===== config.mk =====
export PLATFORM = sky130hd
export DESIGN_NAME = rf_mode_ctrl
export DESIGN_NICKNAME = d
export VERILOG_FILES = /design/src/rtl/rf_pkg.sv /design/src/rtl/sync_debounce.sv /design/src/rtl/rf_mode_ctrl.sv
export SDC_FILE = /design/constraint.sdc
export NUM_CORES = 1
export LEC_CHECK = 0
export CAP_MARGIN = 20
export CELL_PAD_IN_SITES_DETAIL_PLACEMENT = 1
export CELL_PAD_IN_SITES_GLOBAL_PLACEMENT = 1
export CORE_UTILIZATION = 37
export CTS_BUF_LIST = sky130_fd_sc_hd__clkbuf_8
export DETAILED_ROUTE_END_ITERATION = 12
export PLACE_DENSITY_LB_ADDON = 0.1
export SETUP_SLACK_MARGIN = 0.5
export SLEW_MARGIN = 15
export SYNTH_ARGS = -nofsm -noshare
export SYNTH_HDL_FRONTEND = slang
export SYNTH_SLANG_ARGS = --single-unit
export TNS_END_PERCENT = 10

===== constraint.sdc =====
create_clock -name internal_clk -period 1.6 [get_ports internal_clk]
set_input_delay 0.24 -clock internal_clk [delete_from_list [all_inputs] [get_ports internal_clk]]
set_output_delay 0.24 -clock internal_clk [all_outputs]
set_load 0.01 [all_outputs]

===== src/rtl/rf_pkg.sv =====
// rf_pkg: shared state, mode and command constants for the RF mode/AUX sequencer
package rf_pkg;
    typedef enum logic [2:0] {BOOT, IDLE, DRAIN, SWITCH, RST_HOLD} state_t;
    localparam logic [1:0] MODE_NORMAL    = 2'd0;
    localparam logic [1:0] MODE_WAKEUP    = 2'd1;
    localparam logic [1:0] MODE_POWERSAVE = 2'd2;
    localparam logic [1:0] MODE_CONFIG    = 2'd3;
    localparam logic [7:0] RESET_DETECT   = 8'hC4;
endpackage


===== src/rtl/sync_debounce.sv =====
// sync_debounce: per-bit pin synchroniser plus a stability counter measured against the committed mode
module sync_debounce #(
    parameter int WIDTH  = 2,
    parameter int STAGES = 2,
    parameter int COUNT  = 16
) (
    input  logic             clk,
    input  logic             rst,
    input  logic [WIDTH-1:0] pins_in,
    input  logic [WIDTH-1:0] mode_cur,
    output logic [WIDTH-1:0] pins_s,
    output logic             pending
);
    localparam int CW = $clog2(COUNT + 1);
    logic [STAGES-1:0][WIDTH-1:0] sync_q;
    logic [WIDTH-1:0] prev;
    logic [CW-1:0] db_cnt;
    assign pins_s  = sync_q[STAGES-1];
    assign pending = db_cnt == CW'(COUNT);
    // a change restarts the count; reaching the committed value cancels it
    always_ff @(posedge clk or posedge rst) begin
        if (rst) begin
            sync_q <= '0;
            prev   <= '0;
            db_cnt <= '0;
        end else begin
            sync_q <= {sync_q[STAGES-2:0], pins_in};
            prev   <= pins_s;
            db_cnt <= (pins_s == mode_cur || pins_s != prev) ? '0 : pending ? db_cnt : db_cnt + 1'b1;
        end
    end
endmodule


===== src/rtl/rf_mode_ctrl.sv =====
// rf_mode_ctrl: commits debounced mode pins when idle, sequences AUX and the controller reset pulse
module rf_mode_ctrl
    import rf_pkg::*;
#(
    parameter int                    MODE_WIDTH          = 2,
    parameter int                    SYNC_STAGES         = 2,
    parameter int                    DEBOUNCE_CYCLES     = 16,
    parameter int                    BOOT_DELAY_CYCLES   = 1000,
    parameter int                    SWITCH_DELAY_CYCLES = 100,
    parameter int                    RESET_HOLD_CYCLES   = 4,
    parameter logic [MODE_WIDTH-1:0] MODE_RESET_VAL      = MODE_WIDTH'(MODE_NORMAL)
) (
    input  logic                  internal_clk,
    input  logic                  rst,
    input  logic [MODE_WIDTH-1:0] mode_pins_in,
    input  logic                  busy_in,
    input  logic                  soft_reset_req,
    output logic [MODE_WIDTH-1:0] mode_out,
    output logic                  mode_change,
    output logic                  AUX,
    output logic                  ctrl_rst
);
    localparam int MAX_BS    = BOOT_DELAY_CYCLES > SWITCH_DELAY_CYCLES ? BOOT_DELAY_CYCLES : SWITCH_DELAY_CYCLES;
    localparam int MAX_DELAY = MAX_BS > RESET_HOLD_CYCLES ? MAX_BS : RESET_HOLD_CYCLES;
    localparam int CW        = $clog2(MAX_DELAY + 1);
    localparam logic [CW-1:0] BOOT_LAST = CW'(BOOT_DELAY_CYCLES - 1);
    localparam logic [CW-1:0] SW_LAST   = CW'(SWITCH_DELAY_CYCLES - 1);
    localparam logic [CW-1:0] HOLD_LAST = CW'(RESET_HOLD_CYCLES - 1);
    state_t state;
    logic [CW-1:0] cnt;
    logic [MODE_WIDTH-1:0] pins_s;
    logic pending;
    sync_debounce #(
        .WIDTH (MODE_WIDTH),
        .STAGES(SYNC_STAGES),
        .COUNT (DEBOUNCE_CYCLES)
    ) u_sync_debounce (
        .clk     (internal_clk),
        .rst     (rst),
        .pins_in (mode_pins_in),
        .mode_cur(mode_out),
        .pins_s  (pins_s),
        .pending (pending)
    );
    always_ff @(posedge internal_clk or posedge rst) begin
        if (rst) begin
            state       <= BOOT;
            cnt         <= '0;
            mode_out    <= MODE_RESET_VAL;
            mode_change <= 1'b0;
            AUX         <= 1'b0;
            ctrl_rst    <= 1'b0;
        end else begin
            mode_change <= 1'b0;
            if (soft_reset_req) begin
                state    <= RST_HOLD;
                cnt      <= '0;
                ctrl_rst <= 1'b1;
                AUX      <= 1'b0;
            end else begin
                case (state)
                    BOOT: begin
                        if (cnt == BOOT_LAST) begin
                            state <= IDLE;
                            cnt   <= '0;
                        end else cnt <= cnt + 1'b1;
                    end
                    // DRAIN falls back to IDLE when the pins revert before busy clears
                    IDLE, DRAIN: begin
                        cnt <= '0;
                        if (pending && !busy_in) begin
                            state       <= SWITCH;
                            mode_out    <= pins_s;
                            mode_change <= 1'b1;
                            AUX         <= 1'b0;
                        end else if (pending) begin
                            state <= DRAIN;
                            AUX   <= 1'b0;
                        end else begin
                            state <= IDLE;
                            AUX   <= !busy_in;
                        end
                    end
                    SWITCH: begin
                        if (cnt == SW_LAST) begin
                            state <= IDLE;
                            cnt   <= '0;
                            AUX   <= !busy_in;
                        end else cnt <= cnt + 1'b1;
                    end
                    RST_HOLD: begin
                        if (cnt == HOLD_LAST) begin
                            state    <= BOOT;
                            cnt      <= '0;
                            ctrl_rst <= 1'b0;
                        end else cnt <= cnt + 1'b1;
                    end
                    default: begin
                        state <= BOOT;
                        cnt   <= '0;
                    end
                endcase
            end
        end
    end
endmodule

# Word level (Yosys, flattened, before mapping)

Index checks and enable logic that the tools add are counted.

$add $sub $neg: 2
Equality and inequality tests: 14
Muxes and demuxes: 25
Bitwise logic cells: 1
Reduce and logical (&&, ||, !) cells: 12

Operator list:

| cell                    | number |
|---|---|
| $mux W10                | 4 |
| $pmux W10 S3            | 1 |
| $mux W3                 | 4 |
| $pmux W3 S4             | 1 |
| $add A10 B1 Y10 const B | 1 |
| $eq A10 B10 Y1 const B  | 1 |
| $eq A10 B2 Y1 const B   | 1 |
| $eq A10 B7 Y1 const B   | 1 |
| $mux W1                 | 10 |
| $mux W5                 | 2 |
| $ne A3 B3 Y1 const B    | 3 |
| $eq A3 B2 Y1 const B    | 2 |
| $reduce_and A3 Y1       | 2 |
| $add A5 B1 Y5 const B   | 1 |
| $eq A5 B5 Y1 const B    | 1 |
| $mux W2                 | 2 |
| $reduce_and A2 Y1       | 2 |
| $reduce_bool A2 Y1      | 2 |
| $eq A3 B1 Y1 const B    | 1 |
| $eq A3 B3 Y1 const B    | 1 |
| $logic_not A3 Y1        | 1 |
| $reduce_bool A3 Y1      | 1 |
| $eq A2 B2 Y1            | 1 |
| $ne A2 B2 Y1            | 1 |
| other kinds (7)         | 7 |

Register bits: 29
Bits of input ports: 6
Output and inout port bits: 5
Logic and storage cells: 64

# Longest topological paths before layout

Depth in word-level cells: 5
Depth in mapped cells: 6
Gate-level depth less buffers: 6

# Modules after synthesis

Synthesis repeated with hierarchy kept, for this count alone.

Cell total of the unflattened synthesis: 128
Area, all modules: 1,381.3 um^2

By module, submodules not included:

| module        | times used | cells an instance | area each (um^2) | sequential area each (um^2) |
|---|---|---|---|---|
| rf_mode_ctrl  | 1          | 92                | 915.9            | 450.4 |
| sync_debounce | 1          | 36                | 465.4            | 275.3 |

# Least setup slack after synthesis

No wires, ideal clock.

Path type: register -> register
Start: reg u_sync_debounce.db_cnt[0]
End: reg mode_out[0]
Setup time: 125 ps
Data arrival time: 1,555 ps
Data required time: 1,475 ps
Setup slack: -80 ps
Stages on the path, launching flop included: 7
Buffers on the path: 0
Clock period less this slack: 1,680 ps
Cell sequence: dfrtp_1 -> inv_1 -> ha_1 -> and4bb_2 -> nand2_1 -> or3_1 -> mux2_2

Cells in the longest elaborated chain, start to end: 3

Ends and longest elaborated chain:

| element                     | line                | source |
|---|---|---|
| start: declaration          | sync_debounce.sv:17 | `logic [CW-1:0] db_cnt;` |
| start signal: assignment    | sync_debounce.sv:29 | `db_cnt <= (pins_s == mode_cur \|\| pins_s != prev) ? '0 : pending ? db_cnt : db_cnt + 1'b1;` |
| $eq A5 B5 Y1                | sync_debounce.sv:19 | `assign pending = db_cnt == CW'(COUNT);` |
| $logic_and A1 B1 Y1         | rf_mode_ctrl.sv:71  | `if (pending && !busy_in) begin` |
| $reduce_and A3 Y1 (no line) | -                   |  |
| end signal: assignment      | rf_mode_ctrl.sv:73  | `mode_out <= pins_s;` |
| end: declaration            | rf_mode_ctrl.sv:18  | `output logic [MODE_WIDTH-1:0] mode_out,` |

No other way between the ends.
A chain may end at the register's enable or synchronous reset.

# Worst setup path after layout

Start: reg u_sync_debounce.db_cnt[0]
End: reg mode_out[1]

Same word-level chain as after synthesis.

==> flow_summary_export.csv <==
group,metric,value,unit
grt,grt_pass1_wl,5.30,mm
timing,whs,0.347,ns
yosys,ys_seq_elements,29,
die,die_height,62.4,um
layout,area_growth,37.8,%
setup_path,path_buf_inv,1,
layout,fin_cells,209,
yosys,synth_cells,120,
grt,grt_overflow,0,
grt,antenna_found_initial,0,
routing,drtPass1Iterations,4,
yosys,ys_warn_count,0,
cts,clock_path_buffers,2,
setup_path,cp-startpoint,"u_sync_debounce.db_cnt[0]",
placed_design,dpl_worst_slack,-0.286,ns
routing,vias,1011,
routing,antenna_left,0,
yosys,synthXorXnorAreaFrac,0.110,
timing,tns,-0.123,ns
cts,path_clk_slew,0.07,ns
yosys,synth_area_per_cell,11.2,um^2
placed_design,gp_congestion,0.813,
layout,nFillCells,393,
yosys,synthMuxAreaShare,0.0315,
die,num_io_pins,11,
cts,cts_hold_buf,0,
timing,fmax,602,MHz
yosys,synthFlopType,"dfrtp_1",
outcome,status,"finished with violations",
timing,rsz0062_at_grt,"yes",
setup_path,path_class,"flop to flop",
setup_path,crit_path_start_kind,"flop",
timing,slew_violations,0,
grt,grt_max_degree,30,
yosys,syn_nets,129,
die,die_area,3890,um^2
placed_design,dp_cells,198,
timing,post-route-min-period,1.66,ns
cts,numClockSinks,29,
cts,cts_tree,"yes",
routing,drtIter0Drc,18,
placed_design,place_area,1680,um^2
layout,fin_nets,171,
yosys,synth_compound_area_frac,0.0705,
die,coreArea,3420,um^2
die,initial_utilization,0.395,
yosys,synth-simple-area-share,0.208,
yosys,ys_types,34,
placed_design,place_hpwl,2.15,mm
setup_path,critical_path.slowest_cell,"dfrtp_1",
layout,drive_above_1_share,0.393,
layout,diodes,0,
yosys,synth-edff-count,0,
setup_path,critPathArrivalTime,1.82,ns
yosys,synth_top_area_share,0.538,
yosys,yosysMostFrequentCell,"dfrtp_1",
worst_hold_path,min-delay-start,"u_sync_debounce.sync_q[0]",
setup_path,crit_path_max_incr_delay,0.39,ns
worst_hold_path,hold_depth,0,
timing,period_share,1.04,
yosys,async_flop_share,1.00,
setup_path,r2r-end,"mode_out[1]",
outcome,violations,"negative setup slack",
timing,setup_ws,-0.0625,ns
timing,worstMarginPinSlew,0.474,ns
setup_path,path_cells,"inv_2, ha_1, and4bb_2, nand2_2, or3_4, mux2_2",
die,num_rows,21,
timing,hold_violations,0,
worst_hold_path,hp-class,"flop to flop",
worst_hold_path,hold_end,"u_sync_debounce.pins_s[0]",
setup_path,r2r-start,"u_sync_debounce.db_cnt[0]",
power_and_ir_drop,p_leak,0.839,nW
timing,setup_viol,2,
setup_path,cp_num_cells,6,
setup_path,crit_family,"simple AND/OR/NAND/NOR gates",
setup_path,ff2ff_path_depth,6,
layout,final-seq-area,726,um^2
job,drv_cap,0,
die,die_w,62.4,um
cts,htree_levels,2,
yosys,synthesis.area,1350,um^2
placed_design,port_buffers,10,
setup_path,crit_path_max_fanout,3,
routing,wl,2.89,mm
cts,cts-root-buf,"clkbuf_8",
setup_path,reg2reg_slack,-0.06,ns
grt,first_global_vias,1138,
setup_path,cp.required,1.76,ns
power_and_ir_drop,worst_ir_drop_vdd,0.437,mV
routing,wire_per_inst,13.8,um
power_and_ir_drop,p_per_area,940,nW/um^2
yosys,synthTopCellsByArea,"dfrtp_1, xor2_1, nor2_1",
cts,clock_latency,0.28,ns
routing,via_per_inst,4.84,
grt,grt_usage,0.179,
yosys,yosysTopAreaCell,"dfrtp_1",
yosys,synthAdderAreaFrac,0.0278,
yosys,synth_common_cells,"dfrtp_1, nor2_1, nand2_1, xor2_1, xnor2_1",
timing,fin_skew,0.00827,ns
setup_path,endpoint_kind,"flop",
yosys,synth_top_family_by_area,"simple AND/OR/NAND/NOR gates",
layout,multi_input_area,694,um^2
routing,route.detailed.drc,0,
timing,maxSlewHeadroom,0.682,
yosys,ys_seq_area_frac,0.538,
layout,final_area,1860,um^2
cts,cts_buffers,5,
how the worst max path moves through the flow:
stage | to | slack, ns
2_1_floorplan | mode_out[0] | -0.05
3_3_place_gp | cnt[1] | -0.23
3_5_place_dp | cnt[1] | -0.29
4_1_cts | mode_out[1] | -0.08
5_1_grt | mode_out[1] | -0.13
6_report | mode_out[1] | -0.06
routing by layer:
metal / share of wire / GRT usage / up-vias
met1: 0.42 / 0.206 / 505
met5: 0 / 0 / -
met2: 0.53 / 0.315 / 9
met3: 0.024 / 0.0438 / 6
li1: - / - / 491
met4: 0.019 / 0.0785 / 0
state kept, by name, summed over array words and instances (netlist names), 2 cells and up:
signal	flops
u_sync_debounce.prev	2
mode_out	2
u_sync_debounce.pins_s	2
state	3
cnt	10
u_sync_debounce.db_cnt	5
u_sync_debounce.sync_q	2
stage by stage:
step	util	power [mW]
final	0.544	1.75
after global routing	0.544	1.84
after CTS	0.544	1.77
after detailed placement	0.491	1.10
after global placement	0.491	1.09
after floorplan	-	0.982
kinds of logic after synthesis:
kind of cell / Yosys count
AOI/OAI and AO/OA: 10
xor gates and xnor gates: 17
adders and majority gates: 3
buffers and inverters: 5
DFF: 29
muxes: 4
and+or+nand+nor: 52
report_power, final:
part           internal (mW)  leakage (nW)  switching (mW)  total (mW)
clock                  0.299        0.0439           0.277       0.576
combinational          0.196         0.417           0.151       0.347
sequential             0.783         0.378          0.0421       0.825
repair_timing:
item	CTS	global route
resized for setup	43	0
endpoints found under the setup margin	28	24
gates cloned	0	0
pin swaps	21	10
setup buffers	3	0
final cells by class:
type,count,share of cell area
repair buffers,35,0.149
inverters,5,0.0101
clock buffers,5,0.0370
clock inverters,3,0.00942
multi-input cells,86,0.373
flip-flops and latches,29,0.390
well taps,46,0.0310
placed cells by master, fill, tap and decap left out, types with 2 or more instances in the layout:
cell type	Yosys	layout
ha_1	3	2
nand2b_1	2	2
a41oi_2	1	2
mux2i_1	2	2
dfrtp_1	29	29
mux2_2	2	2
clkinv_2	0	2
inv_1	5	4
nor2_2	0	3
nand4_1	2	2
buf_2	0	5
buf_4	0	21
xor2_1	9	9
clkdlybuf4s50_1	0	4
buf_6	0	4
clkbuf_8	0	5
nor2_1	19	16
nor3_2	0	2
xnor2_1	8	7
nand3_1	3	3
nand2_1	10	9
No activity file was read; power rests on OpenSTA's default activity.
